==> src/rtl/prog_round_counter_if.sv <==
// Control/status bundle between the round controller (master) and the round counter (slave).
interface prog_round_counter_if #(
  parameter int WIDTH = 5
);
  logic             load;
  logic [WIDTH-1:0] load_val;
  logic             dir;
  logic             start;
  logic             pause;
  logic             step_en;
  logic [WIDTH-1:0] count;
  logic             busy;
  logic             tc;
  logic             done;

  modport master (
    output load, load_val, dir, start, pause, step_en,
    input  count, busy, tc, done
  );

  modport slave (
    input  load, load_val, dir, start, pause, step_en,
    output count, busy, tc, done
  );
endinterface

==> src/rtl/prog_round_counter.sv <==
// Programmable up/down round counter with start/pause, optional auto-reload and tc/done flags.
//
// state | meaning
// IDLE  | programmed, waiting for start
// RUN   | counting on step_en
// HOLD  | run frozen while pause is high
// DONE  | terminal value reached, count parked at T
module prog_round_counter #(
  parameter int                 WIDTH         = 5,
  parameter logic [WIDTH-1:0]   DEFAULT_LIMIT = {WIDTH{1'b1}},
  parameter bit                 AUTO_RELOAD   = 1'b0
) (
  input  logic                 clk,
  input  logic                 rst,
  prog_round_counter_if.slave  bus
);

  localparam logic [WIDTH-1:0] ONE  = {{(WIDTH-1){1'b0}}, 1'b1};
  localparam logic [WIDTH-1:0] ZERO = '0;

  typedef enum logic [1:0] {
    ST_IDLE = 2'd0,
    ST_RUN  = 2'd1,
    ST_HOLD = 2'd2,
    ST_DONE = 2'd3
  } state_t;

  state_t           state_q, state_d;
  logic [WIDTH-1:0] count_q, count_d;
  logic [WIDTH-1:0] limit_q, limit_d;
  logic             dir_q, dir_d;
  logic             tc_q, tc_d;

  logic [WIDTH-1:0] start_val;
  logic [WIDTH-1:0] term_val;
  logic [WIDTH-1:0] stepped;

  assign start_val = dir_q ? ZERO : limit_q;
  assign term_val  = dir_q ? limit_q : ZERO;
  assign stepped   = dir_q ? (count_q + ONE) : (count_q - ONE);

  always_comb begin
    state_d = state_q;
    count_d = count_q;
    limit_d = limit_q;
    dir_d   = dir_q;
    tc_d    = 1'b0;

    if (bus.load) begin
      // Reprogramming always abandons any run in progress without a tc.
      limit_d = bus.load_val;
      dir_d   = bus.dir;
      count_d = bus.dir ? ZERO : bus.load_val;
      state_d = ST_IDLE;
    end else begin
      unique case (state_q)
        ST_IDLE, ST_DONE: begin
          if (bus.start) begin
            count_d = start_val;
            if ((start_val == term_val) && !AUTO_RELOAD) begin
              state_d = ST_DONE;
            end else begin
              state_d = ST_RUN;
            end
          end
        end
        ST_RUN: begin
          if (bus.pause) begin
            state_d = ST_HOLD;
          end else if (bus.step_en) begin
            if (count_q == term_val) begin
              // Only reachable with auto-reload: wrap back to the start value silently.
              count_d = start_val;
            end else begin
              count_d = stepped;
              if (stepped == term_val) begin
                tc_d = 1'b1;
                if (!AUTO_RELOAD) begin
                  state_d = ST_DONE;
                end
              end
            end
          end
        end
        ST_HOLD: begin
          if (!bus.pause) begin
            state_d = ST_RUN;
          end
        end
        default: state_d = ST_IDLE;
      endcase
    end
  end

  always_ff @(posedge clk) begin
    if (rst) begin
      state_q <= ST_IDLE;
      count_q <= ZERO;
      limit_q <= DEFAULT_LIMIT;
      dir_q   <= 1'b0;
      tc_q    <= 1'b0;
    end else begin
      state_q <= state_d;
      count_q <= count_d;
      limit_q <= limit_d;
      dir_q   <= dir_d;
      tc_q    <= tc_d;
    end
  end

  assign bus.count = count_q;
  assign bus.busy  = (state_q == ST_RUN) || (state_q == ST_HOLD);
  assign bus.done  = (state_q == ST_DONE);
  assign bus.tc    = tc_q;

endmodule
==> src/flat_wrapper.sv <==
// flat-port wrapper written by rule: the top's interface ports become plain ports
module prog_round_counter_flat 
#(
  parameter int                 WIDTH         = 5,
  parameter logic [WIDTH-1:0]   DEFAULT_LIMIT = {WIDTH{1'b1}},
  parameter bit                 AUTO_RELOAD   = 1'b0
)
  (clk, rst, bus_load, bus_load_val, bus_dir, bus_start, bus_pause, bus_step_en, bus_count, bus_busy, bus_tc, bus_done);
  prog_round_counter_if #(.WIDTH(WIDTH)) bus_i ();
  input  logic clk;
  input  logic rst;
  input wire logic [$bits(bus_i.load)-1:0] bus_load;
  input wire logic [$bits(bus_i.load_val)-1:0] bus_load_val;
  input wire logic [$bits(bus_i.dir)-1:0] bus_dir;
  input wire logic [$bits(bus_i.start)-1:0] bus_start;
  input wire logic [$bits(bus_i.pause)-1:0] bus_pause;
  input wire logic [$bits(bus_i.step_en)-1:0] bus_step_en;
  output wire logic [$bits(bus_i.count)-1:0] bus_count;
  output wire logic [$bits(bus_i.busy)-1:0] bus_busy;
  output wire logic [$bits(bus_i.tc)-1:0] bus_tc;
  output wire logic [$bits(bus_i.done)-1:0] bus_done;
  assign bus_i.load = bus_load;
  assign bus_i.load_val = bus_load_val;
  assign bus_i.dir = bus_dir;
  assign bus_i.start = bus_start;
  assign bus_i.pause = bus_pause;
  assign bus_i.step_en = bus_step_en;
  assign bus_count = bus_i.count;
  assign bus_busy = bus_i.busy;
  assign bus_tc = bus_i.tc;
  assign bus_done = bus_i.done;
  prog_round_counter #(.WIDTH(WIDTH), .DEFAULT_LIMIT(DEFAULT_LIMIT), .AUTO_RELOAD(AUTO_RELOAD)) u_core (.clk(clk), .rst(rst), .bus(bus_i));
endmodule
==> config.mk <==
export PLATFORM = sky130hd
export DESIGN_NAME = prog_round_counter_flat
export DESIGN_NICKNAME = d
export VERILOG_FILES = /design/src/rtl/prog_round_counter_if.sv /design/src/rtl/prog_round_counter.sv /design/src/flat_wrapper.sv
export SDC_FILE = /design/constraint.sdc
export NUM_CORES = 1
export LEC_CHECK = 0
export CAP_MARGIN = 20
export CORE_MARGIN = 2
export CORE_UTILIZATION = 49
export CTS_BUF_LIST = sky130_fd_sc_hd__clkbuf_8
export DETAILED_ROUTE_END_ITERATION = 6
export GPL_TIMING_DRIVEN = 1
export PLACE_DENSITY = 0.78
export SYNTH_ARGS = -nofsm -noshare
export SYNTH_HDL_FRONTEND = slang
export SYNTH_SLANG_ARGS = --single-unit
==> constraint.sdc <==
create_clock -name clk -period 2.27 [get_ports clk]
set_clock_uncertainty 0.1 [all_clocks]
set_input_delay 0.454 -clock clk [delete_from_list [all_inputs] [get_ports clk]]
set_output_delay 0.454 -clock clk [all_outputs]
set_load 0.01 [all_outputs]
Word level (Yosys, flattened, before mapping)
Cells that the tools add are included.
- mux-type cells: 19
- bitwise gates (word level): 2
- eq/ne operators: 14
- reduce and logical (&&, ||, !) cells: 8
- add/subtract/negate cells: 2
- operators by type and width (kind ; count):
    5-bit two-way mux ; 9
    5-bit == test ; 3
    3-bit inequality test (second input constant) ; 5
    2-bit two-way mux ; 7
    5-bit one-hot mux with 2 select lines ; 1
    2-bit one-hot mux with 3 select lines ; 1
    6-bit OR reduction ; 1
    5-bit by 1-bit adder with 5-bit output (second input constant) ; 1
    5-bit AND reduction ; 1
    5-bit by 1-bit subtractor with 5-bit output (second input constant) ; 1
    2-bit == test (second input constant) ; 2
    2-bit inequality test (second input constant) ; 2
    4-bit AND reduction ; 1
    2-bit OR reduction ; 2
    3-bit by 2-bit inequality test with 1-bit output (second input constant) ; 1
    3-bit nonzero test ; 1
    2-bit by 1-bit == test with 1-bit output (second input constant) ; 1
    2-bit zero test ; 1
    1-bit NOT ; 2
    1-bit logical OR ; 1
    1-bit two-way mux ; 1
- input port bits: 12
- output and inout port bits: 8
- logic and storage cells: 50
- register bits after elaboration: 14

Depth between registers and ports, before layout
- depth in word-level cells: 8
- mapped depth: 9
- mapped depth without buffers: 8

Worst setup path after synthesis
No wires, ideal clock.
- kind: register -> register
- start: reg u_core.count_q[0] (netlist: u_core.bus.count[0])
- end: reg u_core.state_q[1]
- period minus slack after synthesis: 2.472 ns
- stages on the path, launching flop included: 10
- arrival: 2.301 ns
- setup time: 0.072 ns
- path buffers: 1
- slack: -0.202 ns
- required time: 2.098 ns
- path through: dfxtp_1 -> buf_2 -> inv_1 -> fa_1 -> nand2b_1 -> a21oi_1 -> xnor3_1 -> nand4bb_1 -> a221oi_2 -> mux2i_1
- cells in the longest elaborated chain, start to end: 5
- elaborated cells between the ends (all ways): 8
- those cells by class: 2 x add/sub; 4 x eq/ne; 1 x mux; 1 x reduce/logical
- ends and longest elaborated chain (element ; line ; text):
    start, declared ; prog_round_counter.sv:29 ; logic [WIDTH-1:0] count_q, count_d;
    start signal, assigned ; prog_round_counter.sv:104 ; count_q <= count_d;
    5-bit by 1-bit subtractor with 5-bit output / 5-bit by 1-bit adder with 5-bit output (equally long branches) ; prog_round_counter.sv:40 ; assign stepped = dir_q ? (count_q + ONE) : (count_q - ONE);
    5-bit two-way mux ; prog_round_counter.sv:40 ;
    5-bit == test ; prog_round_counter.sv:76 ; if (stepped == term_val) begin
    3-bit by 2-bit inequality test with 1-bit output (no line) ; - ;
    5-bit AND reduction (no line) * ; - ;
    end signal, assigned ; prog_round_counter.sv:103 ; state_q <= state_d;
    end, declared ; prog_round_counter.sv:28 ; state_t state_q, state_d;
Mark *: on every way between the ends. The rest lies on a longest branch, timed or not.
A chain may end at the register's enable or synchronous reset.

Worst setup path in the final report
- start: reg u_core.dir_q
- end: reg u_core.state_q[1]
- cells in the longest elaborated chain, start to end: 5
- elaborated cells between the ends (all ways): 12
- those cells by class: 5 x eq/ne; 6 x mux; 1 x reduce/logical
- ends and longest elaborated chain (element ; line ; text):
    start, declared ; prog_round_counter.sv:31 ; logic dir_q, dir_d;
    start signal, assigned ; prog_round_counter.sv:106 ; dir_q <= dir_d;
    5-bit two-way mux (on tied branches) ; prog_round_counter.sv:38, prog_round_counter.sv:39 ;
    5-bit == test ; prog_round_counter.sv:60 ; if ((start_val == term_val) && !AUTO_RELOAD) begin
    2-bit two-way mux ; prog_round_counter.sv:60 ;
    2-bit two-way mux ; prog_round_counter.sv:58 ; if (bus.start) begin
    2-bit one-hot mux with 3 select lines ; prog_round_counter.sv:56 ; unique case (state_q)
Parallel ways exist; a longest one is shown, timed or not. The select of a mux whose other input is x is not followed.

==> results.sh <==
export IMPL_outcome="finished clean"
export IMPL_instances_no_fill=202
export IMPL_clock_latency_ns=0.26
export IMPL_report_final_setup_viol=0
export IMPL_syn_num_nets=163
export IMPL_dieArea_mm2=0.00274
export IMPL_cts_tree="done"
export IMPL_antenna_cells=0
export IMPL_end_kind="flip-flop"
export IMPL_track_usage=0.271
export IMPL_ys_ff_latch=14
export IMPL_dp_hpwl_mm=2.27
export IMPL_antenna_found_initial=0
export IMPL_cts_made_buffers=3
export IMPL_p_total_w=0.000927
export IMPL_yosysWarnings=0
export IMPL_rsz0062_at_grt="true"
export IMPL_worstHoldPathType="reg2reg"
export IMPL_p_per_area_mw_per_mm2=586
export IMPL_critPathKind="reg2reg"
export IMPL_io_pins=20
export IMPL_vias=1153
export IMPL_rows=17
export IMPL_post_route_cells_drive_above_1_share=0.195
export IMPL_area_delta_synth_final_pct=38.0
export IMPL_viasPerCell=5.71
export IMPL_worst_ep_required_time_ns=2.36
export IMPL_firstDrtPassIters=4
export IMPL_synthCells=144
export IMPL_min_from="u_core.state_q[1]"
export IMPL_die_h_um=52.4
export IMPL_clock_path_buffers=2
export IMPL_yosysSeqAreaShare=0.244
export IMPL_synth_top_area_frac=0.244
export IMPL_worst_r2r_setup_slack_ns=0.08
export IMPL_setup_tns_ns=0
export IMPL_finalNetCount=194
export IMPL_synthArstFlopShare=0
export IMPL_start_util=0.519
export IMPL_grt_pass1_vias=1084
export IMPL_cp_max_fo=13
export IMPL_synth_top_area_cell="dfxtp_1"
export IMPL_grt_pass1_wl_mm=5.24
export IMPL_synth_distinct_cells=41
export IMPL_timing_rr_start="u_core.dir_q"
export IMPL_tightest_slew_ns=0.451
export IMPL_final_antenna_net_count=0
export IMPL_core_area_mm2=0.00221
export IMPL_hold_path_depth=2
export IMPL_synth_edf_count=0
export IMPL_portBuffers=19
export IMPL_hold_end="u_core.state_q[1]"
export IMPL_timing_fmax_mhz=458
export IMPL_route_detailed_drc=0
export IMPL_cts_root_buf="clkbuf_8"
export IMPL_clk_pin_slew_worst_paths_ns=0.06
export IMPL_cts_max_level=1
export IMPL_max_cap_viol_count=0
export IMPL_hold_viol=0
export IMPL_wirelength_mm=3.31
export IMPL_syn_area_per_cell_um2=7.97
export IMPL_syn_cell_area_mm2=0.00115
export IMPL_wl_per_cell_um=16.4
export IMPL_place_gp_congestion=0.869
export IMPL_period_minus_slack_ns=2.19
export IMPL_dr_first_iter_drc_count=35
export IMPL_grt_overflow=0
export IMPL_period_share=0.963
export IMPL_ir_worst_vdd_mv=0.491
export IMPL_arrival_ns=2.28
export IMPL_p_leak_nw=0.667
export IMPL_worstReg2RegEnd="u_core.state_q[1]"
export IMPL_post_place_cells=195
export IMPL_cts_hold_buf=0
export IMPL_slew_viol_final=0
export IMPL_worst_r2r_cell_count=8
export IMPL_synthTopCellsByArea="dfxtp_1, nand2_1, ha_1"
export IMPL_synthFlopType="dfxtp_1"
export IMPL_worstSetupStartpointType="flip-flop"
export IMPL_die_x_um=52.4
export IMPL_clock_sinks=14
export IMPL_relSlewSlack=0.698
export IMPL_grt_max_degree=16
worst max-delay path: stages (launching register included):
cell and delay [ns]:
dfxtp_2 0.33, buf_6 0.14, fa_2 0.40, nand2b_4 0.17, a21oi_4 0.16, xnor3_1 0.20
nand4bb_4 0.14, a221oi_4 0.27, mux2i_1 0.21
layout make-up:
cell class / instances / area, µm²
well taps: 28 / 35.0
clock buffers: 4 / 55.1
inverters: 8 / 30.0
multi-input cells: 115 / 881
fillers: 180 / 629
flip-flops and latches: 14 / 284
repair buffers: 33 / 298
routing by layer:
| metal | wire, µm | vias to the layer above | share of wire | GRT usage |
|---|---|---|---|---|
| li1 | - | 565 | - | - |
| met1 | 1460 | 551 | 0.44 | 0.358 |
| met2 | 1630 | 33 | 0.49 | 0.440 |
| met3 | 173 | 4 | 0.052 | 0.0371 |
| met4 | 39 | 0 | 0.012 | 0.115 |
| met5 | 0 | - | 0 | 0 |
cells in the final DEF, fill, tap and decap left out, types with 2 or more instances in the layout:
cell type / instances
a211o_1: 3
a21oi_1: 9
a31oi_1: 4
buf_4: 13
clkbuf_8: 4
clkdlybuf4s50_1: 18
dfxtp_1: 11
dfxtp_2: 3
ha_1: 6
inv_1: 6
inv_2: 2
mux2i_1: 4
nand2_1: 21
nand2b_1: 3
nand4_1: 2
nor2_1: 11
nor2b_1: 6
o211ai_1: 3
o21ai_0: 7
xnor2_1: 7
worst max path at each step:
stage | slack [ns] | startpoint | endpoint
after global placement | -0.04 | u_core.bus.count[1] | u_core.state_q[1]
after CTS | 0.0007 | u_core.dir_q | u_core.state_q[1]
after detailed placement | -0.08 | u_core.bus.count[1] | u_core.state_q[1]
after floorplan | 0.01 | u_core.bus.count[0] | u_core.state_q[1]
final | 0.08 | u_core.dir_q | u_core.state_q[1]
after global routing | -0.05 | u_core.dir_q | u_core.state_q[1]
through the flow:
stage          hold WS, ns  utilization  cell area (µm²)  worst slack, ns
2_1_floorplan        0.368            -             1160           0.0126
3_3_place_gp         0.386        0.646             1430          -0.0379
3_5_place_dp         0.411        0.646             1430          -0.0801
4_1_cts              0.432        0.697             1540         0.000662
5_1_grt              0.459        0.715             1580          -0.0458
6_report             0.419        0.715             1580           0.0848
power breakdown:
group	switching (W)	internal, W
Clock	0.000101	0.000154
Combinational	0.000178	0.000203
Sequential	0.0000273	0.000265
Total	0.000306	0.000622
synth_stat cells (2+ instances only):
| master | n |
|---|---|
| nand2_1 | 21 |
| dfxtp_1 | 14 |
| nor2_1 | 12 |
| a21oi_1 | 11 |
| inv_1 | 8 |
| o21ai_0 | 8 |
| xnor2_1 | 7 |
| ha_1 | 6 |
| nor2b_1 | 6 |
| a31oi_1 | 4 |
| mux2i_1 | 4 |
| nand2b_1 | 4 |
| a211o_1 | 3 |
| buf_2 | 3 |
| clkbuf_1 | 3 |
| o211ai_1 | 3 |
| nand4_1 | 2 |
| xor2_1 | 2 |
sequential cells by signal (all words and copies together) (netlist names):
signal and flops:
u_core.limit_q 5, u_core.bus.count 5, u_core.dir_q 1, u_core.state_q 2
u_core.bus.tc 1
cell families (layout without fill, tap and decap cells):
| logic type | after synthesis | after routing | synth area share |
|---|---|---|---|
| AO/OA/AOI/OAI | 39 | 39 | 0.231 |
| XOR/XNOR | 11 | 11 | 0.109 |
| adder cells (fa/ha/maj) | 7 | 7 | 0.0829 |
| buffers and inverters | 15 | 45 | 0.0589 |
| flip-flops | 14 | 14 | 0.244 |
| multiplexers | 5 | 5 | 0.0447 |
| AND/OR/NAND/NOR | 53 | 53 | 0.229 |
what timing repair did:
| item | CTS | global route |
|---|---|---|
| pin swaps | 4 | 5 |
| setup buffers | 2 | 1 |
| setup endpoints to repair | 3 | 5 |
| gates resized for setup | 7 | 9 |
| hold endpoints to repair | 0 | 0 |
Power figures use the tool's default switching activity.
